[src/rtl/mem_arbiter.sv]
// mem_arbiter: round-robin sharing of one single-port memory between fetch (IF) and load/store (D) ports.
//   clk, reset (async, active-low)
//   IF port : if_req, if_addr -> if_gnt, if_rvalid, if_rdata
//   D port  : d_req, d_we, d_addr, d_wdata, d_be -> d_gnt, d_rvalid, d_rdata
//   bus_err : flags the rvalid of a timed-out access
//   memory  : mem_req, mem_we, mem_addr, mem_wdata, mem_be <- mem_ready, mem_rdata
module mem_arbiter #(
  parameter int ADDR_W  = 32,
  parameter int DATA_W  = 32,
  parameter int TIMEOUT = 16
) (
  input  logic                clk,
  input  logic                reset,
  input  logic                if_req,
  input  logic [ADDR_W-1:0]   if_addr,
  output logic                if_gnt,
  output logic                if_rvalid,
  output logic [DATA_W-1:0]   if_rdata,
  input  logic                d_req,
  input  logic                d_we,
  input  logic [ADDR_W-1:0]   d_addr,
  input  logic [DATA_W-1:0]   d_wdata,
  input  logic [DATA_W/8-1:0] d_be,
  output logic                d_gnt,
  output logic                d_rvalid,
  output logic [DATA_W-1:0]   d_rdata,
  output logic                bus_err,
  output logic                mem_req,
  output logic                mem_we,
  output logic [ADDR_W-1:0]   mem_addr,
  output logic [DATA_W-1:0]   mem_wdata,
  output logic [DATA_W/8-1:0] mem_be,
  input  logic                mem_ready,
  input  logic [DATA_W-1:0]   mem_rdata
);
  localparam int BE_W = DATA_W / 8;
  localparam int CW   = TIMEOUT > 1 ? $clog2(TIMEOUT + 1) : 1;
  typedef enum logic [1:0] {IDLE, BUSY_IF, BUSY_D} state_t;
  state_t            state_q, state_d;
  logic              last_d_q, last_d_d;
  logic [CW-1:0]     cnt_q, cnt_d;
  logic              we_q, we_d;
  logic [ADDR_W-1:0] addr_q, addr_d;
  logic [DATA_W-1:0] wdata_q, wdata_d;
  logic [BE_W-1:0]   be_q, be_d;
  logic              if_rvalid_q, if_rvalid_d;
  logic              d_rvalid_q, d_rvalid_d;
  logic              bus_err_q, bus_err_d;
  logic [DATA_W-1:0] if_rdata_q, if_rdata_d;
  logic [DATA_W-1:0] d_rdata_q, d_rdata_d;
  logic              idle, pick_if, pick_d, done, abort;
  // Grants are gated by reset so nothing is granted while reset is held.
  assign idle    = state_q == IDLE;
  assign pick_d  = idle && reset && d_req && (!if_req || !last_d_q);
  assign pick_if = idle && reset && if_req && (!d_req || last_d_q);
  assign done    = !idle && mem_ready;
  // The limit is checked one count early so mem_req is high for exactly TIMEOUT cycles.
  assign abort   = !idle && !mem_ready && TIMEOUT != 0 && cnt_q == CW'(TIMEOUT - 1);
  always_comb begin
    state_d     = state_q;
    last_d_d    = last_d_q;
    cnt_d       = cnt_q;
    we_d        = we_q;
    addr_d      = addr_q;
    wdata_d     = wdata_q;
    be_d        = be_q;
    if_rvalid_d = 1'b0;
    d_rvalid_d  = 1'b0;
    bus_err_d   = 1'b0;
    if_rdata_d  = if_rdata_q;
    d_rdata_d   = d_rdata_q;
    if (pick_if || pick_d) begin
      state_d  = pick_d ? BUSY_D : BUSY_IF;
      last_d_d = pick_d;
      cnt_d    = '0;
      we_d     = pick_d && d_we;
      addr_d   = pick_d ? d_addr : if_addr;
      wdata_d  = pick_d ? d_wdata : '0;
      be_d     = pick_d ? d_be : '1;
    end
    if (done || abort) begin
      state_d     = IDLE;
      if_rvalid_d = state_q == BUSY_IF;
      d_rvalid_d  = state_q == BUSY_D;
      bus_err_d   = abort;
      if (state_q == BUSY_IF) if_rdata_d = done ? mem_rdata : '0;
      else d_rdata_d = (done && !we_q) ? mem_rdata : '0;
    end else if (!idle && TIMEOUT != 0) begin
      cnt_d = cnt_q + CW'(1);
    end
  end
  always_ff @(posedge clk or negedge reset) begin
    if (!reset) begin
      state_q     <= IDLE;
      last_d_q    <= 1'b0;
      cnt_q       <= '0;
      we_q        <= 1'b0;
      addr_q      <= '0;
      wdata_q     <= '0;
      be_q        <= '0;
      if_rvalid_q <= 1'b0;
      d_rvalid_q  <= 1'b0;
      bus_err_q   <= 1'b0;
      if_rdata_q  <= '0;
      d_rdata_q   <= '0;
    end else begin
      state_q     <= state_d;
      last_d_q    <= last_d_d;
      cnt_q       <= cnt_d;
      we_q        <= we_d;
      addr_q      <= addr_d;
      wdata_q     <= wdata_d;
      be_q        <= be_d;
      if_rvalid_q <= if_rvalid_d;
      d_rvalid_q  <= d_rvalid_d;
      bus_err_q   <= bus_err_d;
      if_rdata_q  <= if_rdata_d;
      d_rdata_q   <= d_rdata_d;
    end
  end
  assign if_gnt    = pick_if;
  assign d_gnt     = pick_d;
  assign if_rvalid = if_rvalid_q;
  assign d_rvalid  = d_rvalid_q;
  assign bus_err   = bus_err_q;
  assign if_rdata  = if_rdata_q;
  assign d_rdata   = d_rdata_q;
  assign mem_req   = !idle;
  assign mem_we    = we_q;
  assign mem_addr  = addr_q;
  assign mem_wdata = wdata_q;
  assign mem_be    = be_q;
endmodule

[config.mk]
export PLATFORM = sky130hd
export DESIGN_NAME = mem_arbiter
export DESIGN_NICKNAME = d
export VERILOG_FILES = /design/src/rtl/mem_arbiter.sv
export SDC_FILE = /design/constraint.sdc
export NUM_CORES = 1
export LEC_CHECK = 0
export ABC_AREA = 1
export ABC_CLOCK_PERIOD_IN_PS = 1700
export CAP_MARGIN = 10
export CORE_MARGIN = 2
export CORE_UTILIZATION = 30
export CTS_BUF_LIST = sky130_fd_sc_hd__clkbuf_4
export DETAILED_ROUTE_END_ITERATION = 8
export PLACE_DENSITY = 0.74
export SLEW_MARGIN = 15
export SYNTH_ARGS = -nofsm -noshare
export SYNTH_HDL_FRONTEND = slang
export SYNTH_SLANG_ARGS = --single-unit
[constraint.sdc]
create_clock -name clk -period 1.7 [get_ports clk]
set_input_delay 0.34 -clock clk [delete_from_list [all_inputs] [get_ports clk]]
set_output_delay 0.34 -clock clk [all_outputs]
set_load 0.01 [all_outputs]
==> flow_metrics.py <==
metrics = {
    "logic_synthesis": {
        "synth_cell_types": 23,
        "synth_nets": 877,
        "synth_fa_ha_area_share_pct": 0.4038,
        "async_flop_share_pct": 100.0,
        "ys_ff_latch": 144,
        "seq_area_frac_synth_pct": 58.15,
        "synth-xor-area-share_pct": 0.1413,
        "synth_compound_area_share_pct": 6.844,
        "synth.area.mux_share_pct": 0,
        "synth-simple-area-share_pct": 28.61,
        "syn_area_per_cell_um2": 8.409,
        "syn_inst": 737,
        "synth_top_family_by_area": "simple AND/OR/NAND/NOR gates",
        "synth-edff-count": 0,
        "ys_warn_count": 0,
        "synth_ff_type": "dfrtp_1",
        "netlist_area_mm2": 0.006197,
    },
    "layout": {
        "area_growth_syn_to_layout_pct": 74.78,
        "drive_gt1_share_pct": 21.65,
        "final_util_pct": 53.53,
        "layout_commonest_cell": "nand2_1",
        "fill_cells": 1809,
        "layout_common_cells": "nand2_1, dfrtp_1, clkdlybuf4s50_1",
        "layout.nets": 1195,
        "layout.cells.non_filler": 1338,
    },
    "detailed_routing": {
        "wl_met1_mm": 8.935,
        "dr_wl_met2_mm": 10.82,
        "drtPass1Iterations": 4,
        "ant_nets": 0,
        "vias": 6177,
        "drtIter0Drc": 275,
        "wl_met3_mm": 1.827,
        "drc": 0,
        "avgViaCountPerCell": 4.617,
        "top_layer_used": "met4",
        "post_drt_wl_per_cell_um": 16.56,
        "wl_mm": 22.16,
    },
    "timing": {
        "holdWs_ns": 0.3005,
        "tns_ns": -5.151,
        "setup_violations": 79,
        "max_freq_ghz": 0.5499,
        "hold_viol_final": 0,
        "period_share_pct": 107.0,
        "rsz0062_at_grt": "yes",
        "slew_headroom_pct": 48.30,
        "finalCriticalPeriod_ns": 1.819,
        "setup_ws_ns": -0.1187,
        "worst_pin_slew_ns": 0.7755,
        "final_max_slew_viol_count": 0,
        "fin_skew_ns": 0.03264,
    },
    "clock_network": {
        "cts_buffers": 17,
        "insertion_delay_ns": 0.57,
        "path_clk_slew_ns": 0.13,
        "cts-root-buf": "clkbuf_4",
        "cts_sinks": 144,
        "cts_max_path_buffers": 2,
        "htree_levels": 4,
        "cts_tree": "yes",
    },
    "min_path": {
        "hold-path-endpoint": "mem_wdata[17]",
        "holdPathStages": 3,
        "min-delay-start": "d_wdata[17]",
        "worst_hold_path_type": "input pin to flop",
    },
    "critical_path": {
        "critPathLaunchType": "flop",
        "cp.required_ns": 2.15,
        "reg2reg_depth": 11,
        "critical_path.endpoint_type": "flop",
        "regToRegSetupSlack_ns": -0.12,
        "worstPathArrival_ns": 2.27,
        "r2r-start": "cnt_q[0]",
        "reg2reg_to": "d_rdata[2]",
        "worstSetupPathType": "flop to flop",
        "cp_max_fo": 8,
    },
    "grt": {
        "grt_pass1_vias": 5972,
        "grt_overflow": 0,
        "grt_pass1_wl_mm": 31.84,
        "antenna_found_initial": 1,
        "grt_max_degree": 145,
        "grt_usage_pct": 18.55,
    },
    "floorplanning": {
        "rows": 52,
        "initial_core_util_pct": 30.63,
        "die_area_mm2": 0.02182,
        "dieHeight_um": 147.7,
        "core_area_mm2": 0.02023,
        "chipWidth_um": 147.7,
        "pin_count": 277,
    },
    "place": {
        "gp_congestion": 0.8173,
        "dp_hpwl_mm": 13.01,
        "portBuffers": 276,
        "post-place-cells": 1270,
    },
    "power": {
        "power_leakage_nw": 5.354,
        "fin_total_pwr_mw": 17.06,
        "p_per_area_mw_per_mm2": 1575,
        "max-vdd-ir-drop_uv": 611.5,
    },
    "job": {
        "cap_violations": 0,
    },
    "run_status": {
        "violations": "setup timing",
        "outcome": "finished with violations",
    },
}
## state kept, by name (all words and copies together), names as in the netlist
signal / count
if_rdata: 32
d_rvalid: 1
last_d_q: 1
mem_we: 1
if_rvalid: 1
state_q: 2
mem_be: 4
d_rdata: 32
bus_err: 1
mem_addr: 32
cnt_q: 5
mem_wdata: 32
## per-layer routing
layer  vias up  GRT usage, %
met5         -             0
met4         0         6.442
met3        38         6.019
met2       278         30.44
met1      2908         23.05
li1       2953             -
## kinds of logic (layout without fill, tap and decap cells)
family,count (synthesis),in the layout
fa+ha+maj,2,2
compound gates,68,68
simple gates,437,437
buf+inv,85,415
xor+xnor,1,1
other cells,0,1
flops,144,144
## per-stage QoR
step,setup WS [ns],area [µm²]
3_3_place_gp,-0.2935,9427
4_1_cts,-0.2157,9947
3_5_place_dp,-0.3052,9427
6_report,-0.1187,10830
5_1_grt,-0.2356,10830
2_1_floorplan,0.02591,6201
## where the power goes
part	leakage, nW	internal [mW]	switching (mW)
combinational	3.36	4.16	4.31
sequential	1.83	4.92	1.11
clock	0.167	1.18	1.37
total	5.35	10.3	6.79
## cell type report
type	count	area [µm²]	share of cell area, %
Antenna cell	1	2.502	0.02310
Sequential cell	144	3603	33.27
Inverter	42	163.9	1.513
Clock buffer	18	135.1	1.248
Tap cell	270	337.8	3.119
Timing Repair Buffer	342	3573	32.99
Multi-Input combinational cell	508	2828	26.11
Clock inverter	13	187.7	1.733
## worst max path at each step
stage / to / start / cells past startpoint
6_report: d_rdata[2] / cnt_q[0] / 11
5_1_grt: d_rdata[18] / cnt_q[0] / 11
4_1_cts: d_gnt / state_q[1] / 4
3_5_place_dp: mem_be[3] / d_req / 8
3_3_place_gp: d_gnt / d_req / 4
2_1_floorplan: d_rdata[10] / cnt_q[0] / 11
## critical path, stage by stage (launching register included)
cell and delay, ns:
dfrtp_1 0.38, ha_2 0.18, nand2_2 0.06, nor2_2 0.09
ha_2 0.17, inv_2 0.05, a21oi_4 0.20, nand2_4 0.13
buf_6 0.17, clkbuf_16 0.17, nand2_2 0.06, o21ai_1 0.05
## cell usage after synthesis, types with 3 or more instances
| cell | number | share of area (%) |
|---|---|---|
| or2_2 | 3 | 0.30 |
| nand2_1 | 337 | 20 |
| o21bai_1 | 32 | 3.9 |
| o21ai_1 | 6 | 0.48 |
| buf_2 | 17 | 1.4 |
| clkbuf_1 | 22 | 1.3 |
| nor2_1 | 18 | 1.1 |
| nand3_1 | 71 | 5.7 |
| inv_1 | 41 | 2.5 |
| dfrtp_1 | 144 | 58 |
| buf_6 | 3 | 0.55 |
| o21ai_0 | 28 | 2.3 |
## timing repair
| item | 4_1_cts | 5_1_grt |
|---|---|---|
| pin swaps | 9 | 30 |
| hold buffers | 1 | 0 |
| gates resized for setup | 213 | 189 |
| buffers inserted | 13 | 11 |
| gates cloned | 5 | 12 |
| endpoints found under the setup margin | 170 | 105 |
| hold endpoints to repair | 144 | 0 |
No activity file was read; power rests on OpenSTA's default activity.
